File: src/rtl/alu_logic_pipe.sv
// Pipelined logic/shift/LUI ALU with a destination tag, valid/ready handshake and flush.
// The result is computed at accept into stage 0; later stages only carry it forward.
module alu_logic_pipe #(
  parameter int WIDTH  = 32,
  parameter int STAGES = 2,
  parameter int TAG_W  = 5,
  localparam int OCC_W = $clog2(STAGES + 1)
) (
  input  logic               clk,
  input  logic               rst,
  input  logic               flush,
  input  logic               in_valid,
  output logic               in_ready,
  input  logic [3:0]         in_op,
  input  logic [WIDTH-1:0]   in_src_left,
  input  logic [WIDTH-1:0]   in_src_right,
  input  logic [TAG_W-1:0]   in_tag,
  output logic               out_valid,
  input  logic               out_ready,
  output logic [WIDTH-1:0]   out_result,
  output logic [TAG_W-1:0]   out_tag,
  output logic [OCC_W-1:0]   occupancy
);

  localparam int SA_W = $clog2(WIDTH);
  localparam int HALF = WIDTH / 2;

  logic [STAGES-1:0] valid_reg;
  logic [STAGES-1:0] valid_next;
  logic [WIDTH-1:0]  result_reg [STAGES];
  logic [TAG_W-1:0]  tag_reg    [STAGES];
  logic [STAGES:0]   ready;
  logic [OCC_W-1:0]  occ_reg;
  logic [OCC_W-1:0]  occ_next;
  logic [WIDTH-1:0]  alu_result;
  logic [SA_W-1:0]   sa;
  logic              accept;
  logic              unused_bits;

  assign sa          = in_src_left[SA_W-1:0];
  assign unused_bits = ^in_src_left[WIDTH-1:SA_W];

  always_comb begin
    alu_result = '0;
    case (in_op)
      4'd0: alu_result = in_src_left & in_src_right;
      4'd1: alu_result = in_src_left | in_src_right;
      4'd2: alu_result = in_src_left ^ in_src_right;
      4'd3: alu_result = ~(in_src_left | in_src_right);
      4'd4: alu_result = {in_src_right[HALF-1:0], {HALF{1'b0}}};
      4'd5: alu_result = in_src_right << sa;
      4'd6: alu_result = in_src_right >> sa;
      4'd7: alu_result = $signed(in_src_right) >>> sa;
      default: alu_result = '0;
    endcase
  end

  // Stage k can take data when any stage from k to the end is empty or the
  // consumer is draining; written in closed form to keep the chain acyclic.
  assign ready[STAGES] = out_ready;
  generate
    for (genvar gi = 0; gi < STAGES; gi++) begin : g_ready
      assign ready[gi] = out_ready || !(&valid_reg[STAGES-1:gi]);
    end
  endgenerate

  assign in_ready = ready[0] && !flush;
  assign accept   = in_valid && in_ready;

  always_comb begin
    valid_next = valid_reg;
    if (flush) begin
      valid_next = '0;
    end else begin
      if (ready[0]) valid_next[0] = accept;
      for (int k = 1; k < STAGES; k++) begin
        if (ready[k]) valid_next[k] = valid_reg[k-1];
      end
    end
  end

  always_comb begin
    occ_next = '0;
    for (int k = 0; k < STAGES; k++) begin
      occ_next = occ_next + OCC_W'(valid_next[k]);
    end
  end

  always_ff @(posedge clk or posedge rst) begin
    if (rst) begin
      valid_reg <= '0;
      occ_reg   <= '0;
    end else begin
      valid_reg <= valid_next;
      occ_reg   <= occ_next;
    end
  end

  always_ff @(posedge clk or posedge rst) begin
    if (rst) begin
      result_reg[0] <= '0;
      tag_reg[0]    <= '0;
    end else if (accept) begin
      result_reg[0] <= alu_result;
      tag_reg[0]    <= in_tag;
    end
  end

  // Data registers only load on a real transfer, so a flushed or drained
  // output keeps showing its last result.
  generate
    for (genvar gi = 1; gi < STAGES; gi++) begin : g_stage
      always_ff @(posedge clk or posedge rst) begin
        if (rst) begin
          result_reg[gi] <= '0;
          tag_reg[gi]    <= '0;
        end else if (!flush && ready[gi] && valid_reg[gi-1]) begin
          result_reg[gi] <= result_reg[gi-1];
          tag_reg[gi]    <= tag_reg[gi-1];
        end
      end
    end
  endgenerate

  assign out_valid  = valid_reg[STAGES-1];
  assign out_result = result_reg[STAGES-1];
  assign out_tag    = tag_reg[STAGES-1];
  assign occupancy  = occ_reg;

endmodule

File: config.mk
export PLATFORM = sky130hd
export DESIGN_NAME = alu_logic_pipe
export DESIGN_NICKNAME = d
export VERILOG_FILES = /design/src/rtl/alu_logic_pipe.sv
export SDC_FILE = /design/constraint.sdc
export NUM_CORES = 1
export LEC_CHECK = 0
export CAP_MARGIN = 30
export CORE_MARGIN = 3
export CORE_UTILIZATION = 40
export DETAILED_ROUTE_END_ITERATION = 8
export SLEW_MARGIN = 25
export SYNTH_ARGS = -nofsm -noshare
export SYNTH_HDL_FRONTEND = slang
export SYNTH_SLANG_ARGS = --single-unit
File: constraint.sdc
create_clock -name clk -period 3.8 [get_ports clk]
set_input_delay 0.95 -clock clk [delete_from_list [all_inputs] [get_ports clk]]
set_output_delay 0.95 -clock clk [all_outputs]
set_load 0.03 [all_outputs]
==> results of run 1 <==
cell usage in the layout, fill, tap and decap left out, types with 7 or more instances in the layout:
master,n
a22oi_1,12
clkdlybuf4s50_1,112
mux2_2,60
a21oi_1,46
o221ai_1,7
dfrtp_1,78
a31oi_1,10
nand2_1,97
nand3_1,22
buf_4,91
a211oi_1,14
nor2_1,78
xnor2_1,17
xor2_1,10
mux4_2,66
o21ai_0,55
clkbuf_16,9
o211ai_1,16
inv_1,66
mux2i_1,71
nor3_1,11
ha_1,67
a221oi_1,10
per-layer routing:
layer  global-route usage, %  wire length, µm  up-vias
li1                        -                -     4052
met1                   40.77            16380     4530
met2                   47.62            17940      546
met3                   5.925             3694       79
met4                   10.17             1411        2
met5                       0               12        -
path summary, 6_finish.rpt:
kind | endpoint | slack, ps | cells after the start
setup / recovery | in_ready | 400 | 4
hold / removal | tag_reg[6] | 470 | 2
setup reg to reg | result_reg[54] | 1250 | 6
hold reg to reg | tag_reg[6] | 470 | 2
max in group asynchronous | result_reg[43] | 2030 | 3
min in group asynchronous | result_reg[52] | 950 | 2
cell type report:
type                    instances  area share, %
clock buffers                  10          1.985
clock inverters                 6         0.6184
inverters                      69          2.257
multi-input cells             780          58.07
flip-flops and latches         78          16.93
well taps                     319          3.461
repair buffers                212          16.69
stage by stage:
| step | hold WS [ps] | cell area [µm²] | util, % | setup slack [ps] | instances |
|---|---|---|---|---|---|
| final | 472.1 | 11530 | 48.84 | 404.2 | 1474 |
| after global routing | 512.8 | 11530 | 48.84 | 324.2 | 1474 |
| after CTS | 478.7 | 11530 | 48.84 | 394.4 | 1474 |
| after detailed placement | 462.2 | 11230 | 47.57 | 212.2 | 1458 |
| after global placement | 453.6 | 11230 | 47.57 | 180.9 | 1458 |
| after floorplan | 440.1 | 9684 | - | 855.0 | 1070 |
power groups by stage:
stage	clock, mW	combinational, mW	sequential (mW)
2_1_floorplan	0	0.995	1.01
3_3_place_gp	0	1.49	1.03
3_5_place_dp	0	1.49	1.03
4_1_cts	0.892	1.50	1.02
5_1_grt	0.933	1.60	1.03
6_report	0.880	1.51	1.02
logic make-up after synthesis:
kind of cell,share of synthesized area [%]
XOR/XNOR,2.442
flip-flops,20.16
AO/OA/AOI/OAI,16.50
AND/OR/NAND/NOR,11.78
adder cells (fa/ha/maj),8.656
buffers and inverters,10.80
multiplexers,29.66
worst max-delay path, delay by kind of cell:
kind,cells,cell delay [ps]
AND/OR/NAND/NOR,2,330
buffers and inverters,2,1160
==> summary.md, run 1 <==
| Metric | Value |
|---|---|
| Status | `finished clean` |
| Syn nets | `1215` |
| Top cells by area, synth | `dfrtp_1 (20%), mux4_2 (15%), ha_1 (8.7%)` |
| Total of max-cap violations | `0` |
| CTS tree | `done` |
| Die W | `161.6 µm` |
| Synth cell types | `69` |
| Slowest-stage cell, CP | `clkdlybuf4s50_1` |
| CTS clk-pin slew, worst paths | `60 ps` |
| Sequential fraction of design power | `29.9%` |
| Seq. cell area | `1952 µm²` |
| Area grow syn2layout | `19.08%` |
| Multi-input gate area | `6696 µm²` |
| Cells after Synth | `1070` |
| Final period util | `89.36%` |
| Largest net degree at the start of global routing | `47` |
| Ys flop type | `dfrtp_1` |
| Sequential-to-total area share from yosys stat | `20.16%` |
| Critical path fanouts, max | `4` |
| Initial antenna violation count | `1` |
| Rel. slew slack | `45.84%` |
| # fillers | `2284` |
| Cell taking the most area after synthesis | `dfrtp_1` |
| Clock power share | `25.8%` |
| Synthesized flop and latch total | `78` |
| Share of layout cells above drive strength 1 | `21.99%` |
| Actual transition at the worst max-transition pin | `809.8 ps` |
| Drt drc | `0` |
| Int Pwr | `2.115 mW` |
| H-tree depth | `3` |
| Cts repair resizes | `0` |
| Gpl congestion | `1.038` |
| Critical path data arrival time | `2450 ps` |
| Max Fclk | `294.5 MHz` |
| Yosys top cell area share | `20.16%` |
| Drt pass-1 iters | `6` |
| Kind of critical path | `in2out` |
| Lkg Pwr | `5.025 nW` |
| Total CTS buffers | `9` |
| VDD IR max | `192.1 µV` |
| Count leader, synth | `nand2_1` |
| Nets | `1295` |
| NetSw | `1.296 mW` |
| Min-Delay Path Class | `reg2reg` |
| Clock root cell | `clkbuf_16` |
| Ys async rst share | `100.0%` |
| Port bufs | `118` |
| Row cnt | `56` |
| Final wirelength | `39440 µm` |
| Number of primary I/O pins | `119` |
| Total power | `3.410 mW` |
| Via count | `9209` |
| Worst Setup SP | `out_ready` |
| TNS Setup | `0 ps` |
| Core area | `23610 µm²` |
| CP Cell Sequence | `clkdlybuf4s50_1, and3b_1, nor2_1, clkdlybuf4s50_1` |
| DRT antenna net count | `0` |
| Die span in y | `161.6 µm` |
| Reg-to-reg startpoint | `valid_reg[1]` |
| Post-CTS Setup Bufs | `0` |
| Clock Latency Late Sink | `340 ps` |
| Crit path time final | `3396 ps` |
| Hold Crit Start | `tag_reg[6]` |
| Fin. max-slew vios | `0` |
| Layout Skew | `11.31 ps` |
| Post-Syn Area per Cell | `9.051 µm²` |
| Commonest cells in the netlist | `nand2_1 (97), dfrtp_1 (78), nor2_1 (78), mux2i_1 (71)` |
| Sw Ratio | `37.99%` |
| CTS sink count | `78` |
| Grt total ovfl | `0` |
| Post-DP HPWL | `31040 µm` |
| Vias per inst | `6.248` |
| CTS hold repair buffers | `0` |
| Crit. End Element | `primary output` |
| Total track usage | `29.90%` |
| Starting Density | `41.01%` |
| CP Data Required Time | `2850 ps` |
| Startpoint Class | `input port` |
| WL/cell | `26.76 µm` |
| Post-synth EDFFs | `0` |
| Final setup violation count | `0` |
| Die area | `26110 µm²` |
| Crit path largest cell delay | `690 ps` |
| Unrepaired setup endpoints after global routing | `false` |
| Yosys warnings | `0` |
| Clock tree buffer depth | `2` |
| Vias in the first global route | `8831` |
| Combinational group share of total power | `44.4%` |
| Final Hold Fails | `0` |
| First-pass GRT wire length | `58830 µm` |
| Starting DRT DRC Count | `1096` |
| CP most frequent cell | `clkdlybuf4s50_1` |
| Diodes inserted | `0` |
| Pwr dens | `295.7 nW/µm²` |
| Synth Cell Area | `9684 µm²` |
No activity file was read; power rests on OpenSTA's default activity.
==> inputs of run 2 (changes only) <==
--- a/config.mk
+++ b/config.mk
@@ -9,6 +9,8 @@
 export CORE_MARGIN = 3
 export CORE_UTILIZATION = 40
 export DETAILED_ROUTE_END_ITERATION = 8
+export GPL_TIMING_DRIVEN = 0
+export PLACE_DENSITY = 0.63
 export SLEW_MARGIN = 25
 export SYNTH_ARGS = -nofsm -noshare
 export SYNTH_HDL_FRONTEND = slang
==> run 2 against run 1 <==
Compared with the run above:
- the run now ends with setup timing left
- final area up 0.97%
- sequential share of layout area down 0.16 points
- cell count up 3.4%
- die area unchanged
==> summary.md, run 2 (synthesis results as in run 1) <==
| Metric | Value |
|---|---|
| Largest net degree at the start of global routing | `55 (+17%)` |
| Final hold slack | `472.2 ps (+0.1510 ps)` |
| Clock root cell | `clkbuf_16` |
| Crit. End Element | `flop` |
| Area grow syn2layout | `20.23%` |
| Commonest non-fill, non-tap cell in the layout | `clkdlybuf4s50_1` |
| Clock tree buffer depth | `2 (unchanged)` |
| Hold EP | `tag_reg[7]` |
| Final setup violation count | `1 (+1)` |
| Reg2reg setup slack | `1090 ps (-160 ps)` |
| # fillers | `2350 (+2.9%)` |
| Die span in y | `161.6 µm (unchanged)` |
| Nets | `1345 (+3.9%)` |
| Via count | `9673 (+5.0%)` |
| Starting Density | `41.01% (unchanged)` |
| Metal3 WL | `4957 µm (+34%)` |
| Post-CTS Setup Bufs | `0 (unchanged)` |
| DR top layer | `met5` |
| Starting DRT DRC Count | `1065 (-2.8%)` |
| Final wirelength | `46450 µm (+18%)` |
| Lkg Pwr | `5.016 nW (-0.17%)` |
| Number of primary I/O pins | `119 (unchanged)` |
| Hold depth | `2 (unchanged)` |
| Worst R2R Path Depth | `8 (+2)` |
| H-tree depth | `3 (unchanged)` |
| Drt drc | `0 (unchanged)` |
| Grt total ovfl | `0 (unchanged)` |
| Most frequent cells in the layout | `clkdlybuf4s50_1 (116), nand2_1 (97), nor2_1 (78), dfrtp_1 (78)` |
| Die W | `161.6 µm (unchanged)` |
| Pwr dens | `304.3 nW/µm² (+2.9%)` |
| Startpoint Class | `input port` |
| Gpl congestion | `1.013 (-2.4%)` |
| Layout Skew | `15.22 ps (+3.911 ps)` |
| Final period util | `101.5% (+12 points)` |
| Placed cell area | `11290 µm² (+0.52%)` |
| Critical path fanouts, max | `10 (+6)` |
| Initial antenna violation count | `1 (unchanged)` |
| Clock Latency Late Sink | `330 ps (about the same)` |
| Crit path time final | `3859 ps (+462.9 ps)` |
| Die area | `26110 µm² (unchanged)` |
| Wire length on met1 | `18100 µm (+11%)` |
| Vias in the first global route | `9362 (+6.0%)` |
| Total CTS buffers | `9 (unchanged)` |
| Max Fclk | `259.2 MHz (-12%)` |
| Port bufs | `116 (-1.7%)` |
| CTS hold repair buffers | `0 (unchanged)` |
| Drt pass-1 iters | `5 (-1)` |
| WL/cell | `30.48 µm (+14%)` |
| Final worst slack | `-58.75 ps (-462.9 ps)` |
| First-pass GRT wire length | `67090 µm (+14%)` |
| Met2 wire length | `20450 µm (+14%)` |
| Failing checks | `setup timing` |
| Total track usage | `35.32% (+5.4 points)` |
| Critical path data arrival time | `4130 ps (+1680 ps)` |
| Post-DP HPWL | `37570 µm (+21%)` |
| Unrepaired setup endpoints after global routing | `true` |
| TNS Setup | `-58.75 ps (-58.75 ps)` |
| VDD IR max | `221.6 µV (+15%)` |
| Crit Reg-Reg Endpoint | `result_reg[63]` |
| Actual transition at the worst max-transition pin | `899.4 ps (+89.58 ps)` |
| Status | `finished, violations left` |
| Final Hold Fails | `0 (unchanged)` |
| Kind of critical path | `in2reg` |
| CTS tree | `done` |
| Hold Crit Start | `tag_reg[7]` |
| DRT antenna net count | `0 (unchanged)` |
| Vias per inst | `6.347 (+1.6%)` |
| Fin. max-slew vios | `0 (unchanged)` |
| Cts repair resizes | `10 (+10)` |
| Reg-to-reg startpoint | `valid_reg[1]` |
| Row cnt | `56 (unchanged)` |
| CP Data Required Time | `4070 ps (+1220 ps)` |
| DP Worst Slack | `-729.7 ps (-941.9 ps)` |
| CTS sink count | `78 (unchanged)` |
| CTS clk-pin slew, worst paths | `60 ps (about the same)` |
| Design area | `11640 µm² (+0.97%)` |
| Rel. slew slack | `39.54% (-6.3 points)` |
| Core area | `23610 µm² (unchanged)` |
| Diodes inserted | `0 (unchanged)` |
| Min-Delay Path Class | `reg2reg` |
| Total of max-cap violations | `0 (unchanged)` |
| Share of layout cells above drive strength 1 | `20.33% (-1.7 points)` |
run 2: worst max-delay path by stage:
stage / start / to / slack (ps) / cells after the start
floorplan: rst / occupancy[0] / 850 / 1
global route: in_src_left[2] / result_reg[38] / -20 / 10
global placement: in_src_left[0] / result_reg[62] / -790 / 12
detailed placement: in_src_left[0] / result_reg[62] / -730 / 12
finish: in_src_right[6] / result_reg[38] / -60 / 9
CTS: in_src_left[0] / result_reg[54] / 0.4 / 12
run 2: per-stage QoR:
stage	instances	utilization [%]	power, mW
detailed placement	1508	47.82	2.656
floorplan	1070	-	2.001
global route	1524	49.31	3.691
finish	1524	49.31	3.543
CTS	1524	49.24	3.521
global placement	1505	47.62	2.648
run 2: area by class of cell:
type,count,area [µm²],share of cell area (%)
flip-flops and latches,78,1952,16.76
plain buffers,143,795.8,6.834
clock inverters,7,72.57,0.6233
repair buffers,119,1199,10.29
inverters,69,261.5,2.246
multi-input cells,780,6739,57.88
well taps,319,399.1,3.428
clock buffers,9,225.2,1.934
run 2: layer usage:
layer | vias up | global-route usage, %
met1 | 4676 | 46.06
met2 | 695 | 54.95
met3 | 141 | 8.361
met4 | 2 | 17.76
li1 | 4159 | -
met5 | - | 0
run 2: worst max-delay path, cell delays in order:
cell and delay (ps):
clkdlybuf4s50_1 740, clkbuf_1 700, inv_1 100, ha_1 300, mux2i_1 60, o21ai_0 520, nand2_1 330, o211ai_1 220
a32o_1 190
run 2: power by group:
part | switching [mW] | internal (mW)
Sequential | 0.0659 | 0.946
Combinational | 0.958 | 0.713
Clock | 0.349 | 0.511
==> inputs of run 3 (changes only) <==
--- a/config.mk
+++ b/config.mk
@@ -10,7 +10,7 @@
 export CORE_UTILIZATION = 40
 export DETAILED_ROUTE_END_ITERATION = 8
 export GPL_TIMING_DRIVEN = 0
-export PLACE_DENSITY = 0.63
+export PLACE_DENSITY = 0.65
 export SLEW_MARGIN = 25
 export SYNTH_ARGS = -nofsm -noshare
 export SYNTH_HDL_FRONTEND = slang
==> constraint.sdc (replaced) <==
create_clock -name clk -period 3.5 [get_ports clk]
set_input_delay 0.875 -clock clk [delete_from_list [all_inputs] [get_ports clk]]
set_output_delay 0.875 -clock clk [all_outputs]
set_load 0.03 [all_outputs]
==> run 3 against run 2 <==
Compared with the run above:
- the run now ends clean
- total power is 12% higher
- largest power group unchanged
- sequential share of layout area is 0.24 points lower
- critical endpoint unchanged
- count of clock-buffer cells in the layout is 1 higher
==> summary.md, run 3 (synthesis results as in run 1) <==
| Metric | Value |
|---|---|
| Buf/Inv on CP | `3 (unchanged)` |
| CTS hold repair buffers | `0 (unchanged)` |
| Worst R2R Path Depth | `6 (-2)` |
| Critical path fanouts, max | `10 (unchanged)` |
| CTS clk-pin slew, worst paths | `60 ps (about the same)` |
| Pwr dens | `335.9 nW/µm² (+10%)` |
| Post-DP HPWL | `37480 µm (-0.22%)` |
| Drt drc | `0 (unchanged)` |
| Port bufs | `116 (unchanged)` |
| CTS sink count | `78 (unchanged)` |
| # fillers | `2273 (-3.3%)` |
| Placed cell area | `11290 µm² (about the same)` |
| Crit path time final | `3498 ps` |
| Unrepaired setup endpoints after global routing | `true` |
| Via count | `9766 (+0.96%)` |
| H-tree depth | `3 (unchanged)` |
| Most frequent cells in the layout | `clkdlybuf4s50_1 (116), nand2_1 (97), nor2_1 (78), dfrtp_1 (78), ha_1 (67)` |
| Gpl congestion | `1.056 (+4.2%)` |
| Vias per inst | `6.404 (+0.90%)` |
| Design area | `11810 µm² (+1.4%)` |
| Diodes inserted | `0 (unchanged)` |
| TNS Setup | `0 ps (+58.75 ps)` |
| Kind of critical path | `in2reg` |
| Met1 Use GR | `47.40% (+1.3 points)` |
| Max Fclk | `285.8 MHz` |
| Min-Delay Path Class | `reg2reg` |
| Starting DRT DRC Count | `1305 (+23%)` |
| VDD IR max | `272.0 µV (+23%)` |
| Clock tree buffer depth | `2 (unchanged)` |
| Actual transition at the worst max-transition pin | `954.6 ps (+55.26 ps)` |
| Total of max-cap violations | `0 (unchanged)` |
| Row cnt | `56 (unchanged)` |
| Share of layout cells above drive strength 1 | `22.39% (+2.1 points)` |
| Reg-to-reg startpoint | `valid_reg[1]` |
| Status | `finished clean` |
| Total track usage | `35.31% (about the same)` |
| Hold EP | `result_reg[56]` |
| Commonest non-fill, non-tap cell in the layout | `clkdlybuf4s50_1` |
| Total power | `3.967 mW (+12%)` |
| Starting Density | `41.01% (unchanged)` |
| Final hold slack | `471.4 ps (-0.7660 ps)` |
| Area grow syn2layout | `21.95%` |
| Lkg Pwr | `5.090 nW (+1.5%)` |
| Slowest-stage cell, CP | `clkdlybuf4s50_1` |
| Grt total ovfl | `0 (unchanged)` |
| Final period util | `99.96%` |
| Core area | `23610 µm² (unchanged)` |
| Final wirelength | `46640 µm (+0.41%)` |
| Clock Latency Late Sink | `330 ps (about the same)` |
| Multi-input gate area | `6832 µm² (+1.4%)` |
| CP Cell Sequence | `clkdlybuf4s50_1, clkbuf_2, inv_1, ha_1, mux2i_1, o21ai_0, nand2_1, o211ai_1, a32o_1` |
| Die W | `161.6 µm (unchanged)` |
| Total CTS buffers | `9 (unchanged)` |
| Final worst slack | `1.570 ps (+60.32 ps)` |
| Hold Crit Start | `result_reg[56]` |
| Rel. slew slack | `36.12% (-3.4 points)` |
| Crit path largest cell delay | `720 ps (-20 ps)` |
| Met2 Resource Use GR | `55.39% (+0.44 points)` |
| DRT antenna net count | `0 (unchanged)` |
| Vias in the first global route | `9334 (-0.30%)` |
| CP Data Required Time | `3770 ps (-300 ps)` |
| Startpoint Class | `input port` |
| Number of primary I/O pins | `119 (unchanged)` |
| Seq. cell area | `1952 µm² (unchanged)` |
| Largest net degree at the start of global routing | `46 (-16%)` |
| WP depth | `9 (unchanged)` |
| Met3 capacity usage during global routing | `6.720% (-1.6 points)` |
| Die area | `26110 µm² (unchanged)` |
| Reg2reg setup slack | `770 ps (-320 ps)` |
| Clock root cell | `clkbuf_16` |
| WL/cell | `30.59 µm (+0.34%)` |
| Nets | `1346 (+0.074%)` |
| Final setup violation count | `0 (-1)` |
| Crit Reg-Reg Endpoint | `result_reg[48]` |
| Fin. max-slew vios | `0 (unchanged)` |
| Hold depth | `2 (unchanged)` |
| Critical path data arrival time | `3760 ps (-370 ps)` |
| Drt pass-1 iters | `6 (+1)` |
| CTS tree | `done` |
| Crit. End Element | `flop` |
| Final Hold Fails | `0 (unchanged)` |
| Die span in y | `161.6 µm (unchanged)` |
| Gr busiest metal | `met2` |
| Layout Skew | `6.608 ps (-8.615 ps)` |
| First-pass GRT wire length | `67500 µm (+0.61%)` |
| Cell family with most CP delay | `buffers and inverters` |
| DP Worst Slack | `-962.8 ps (-233.1 ps)` |
| Initial antenna violation count | `2 (+1)` |
## run 3: cell types whose count changed in the layout (fill, tap and decap cells not counted), moves of 3 or more
cell	change
a21oi_1	-3
clkbuf_2	+13
clkbuf_1	-11
buf_4	+5
buf_2	-5
## run 3: worst register-to-register path, delay by kind of cell (launching register included)
family | cells | cell delay [ps]
flops | 1 | 400
simple gates | 5 | 2070
compound gates | 1 | 180
## run 3: final cells by class
type / instances / share of cell area, %
Multi-Input combinational cell: 780 / 57.84
Sequential cell: 78 / 16.53
Timing Repair Buffer: 121 / 10.30
Buffer: 142 / 6.929
Tap cell: 319 / 3.380
Inverter: 69 / 2.214
Clock buffer: 10 / 2.024
Clock inverter: 6 / 0.7840
## run 3: what timing repair did
item | CTS | global route
endpoints found under the setup margin | 20 | 18
gates resized for setup | 26 | 30
setup buffers | 0 | 3
pin swaps | 0 | 3
## run 3: how the worst max path moves through the flow
stage / start / endpoint / slack [ps]
after global routing: in_src_left[0] / result_reg[36] / -30
after CTS: in_src_right[11] / result_reg[43] / 20
after global placement: in_src_left[0] / result_reg[62] / -1050
after detailed placement: in_src_left[0] / result_reg[62] / -960
after floorplan: rst / occupancy[0] / 630
final: in_src_right[6] / result_reg[38] / 2
## run 3: metal layers
layer,vias up,wire length [µm]
met2,685,20740
met3,131,4661
met5,-,28
li1,4165,-
met1,4781,18520
met4,4,2698
## run 3: power by group
group          internal, mW  switching (mW)  leakage [nW]
logic                 0.787            1.05          3.91
clock network         0.649           0.377         0.156
registers              1.03          0.0719          1.03
total                  2.46            1.50          5.09
## run 3: per-stage QoR
step / instances / util (%)
2_1_floorplan: 1070 / -
3_3_place_gp: 1505 / 47.62
3_5_place_dp: 1507 / 47.80
4_1_cts: 1522 / 49.53
5_1_grt: 1525 / 50.02
6_report: 1525 / 50.02
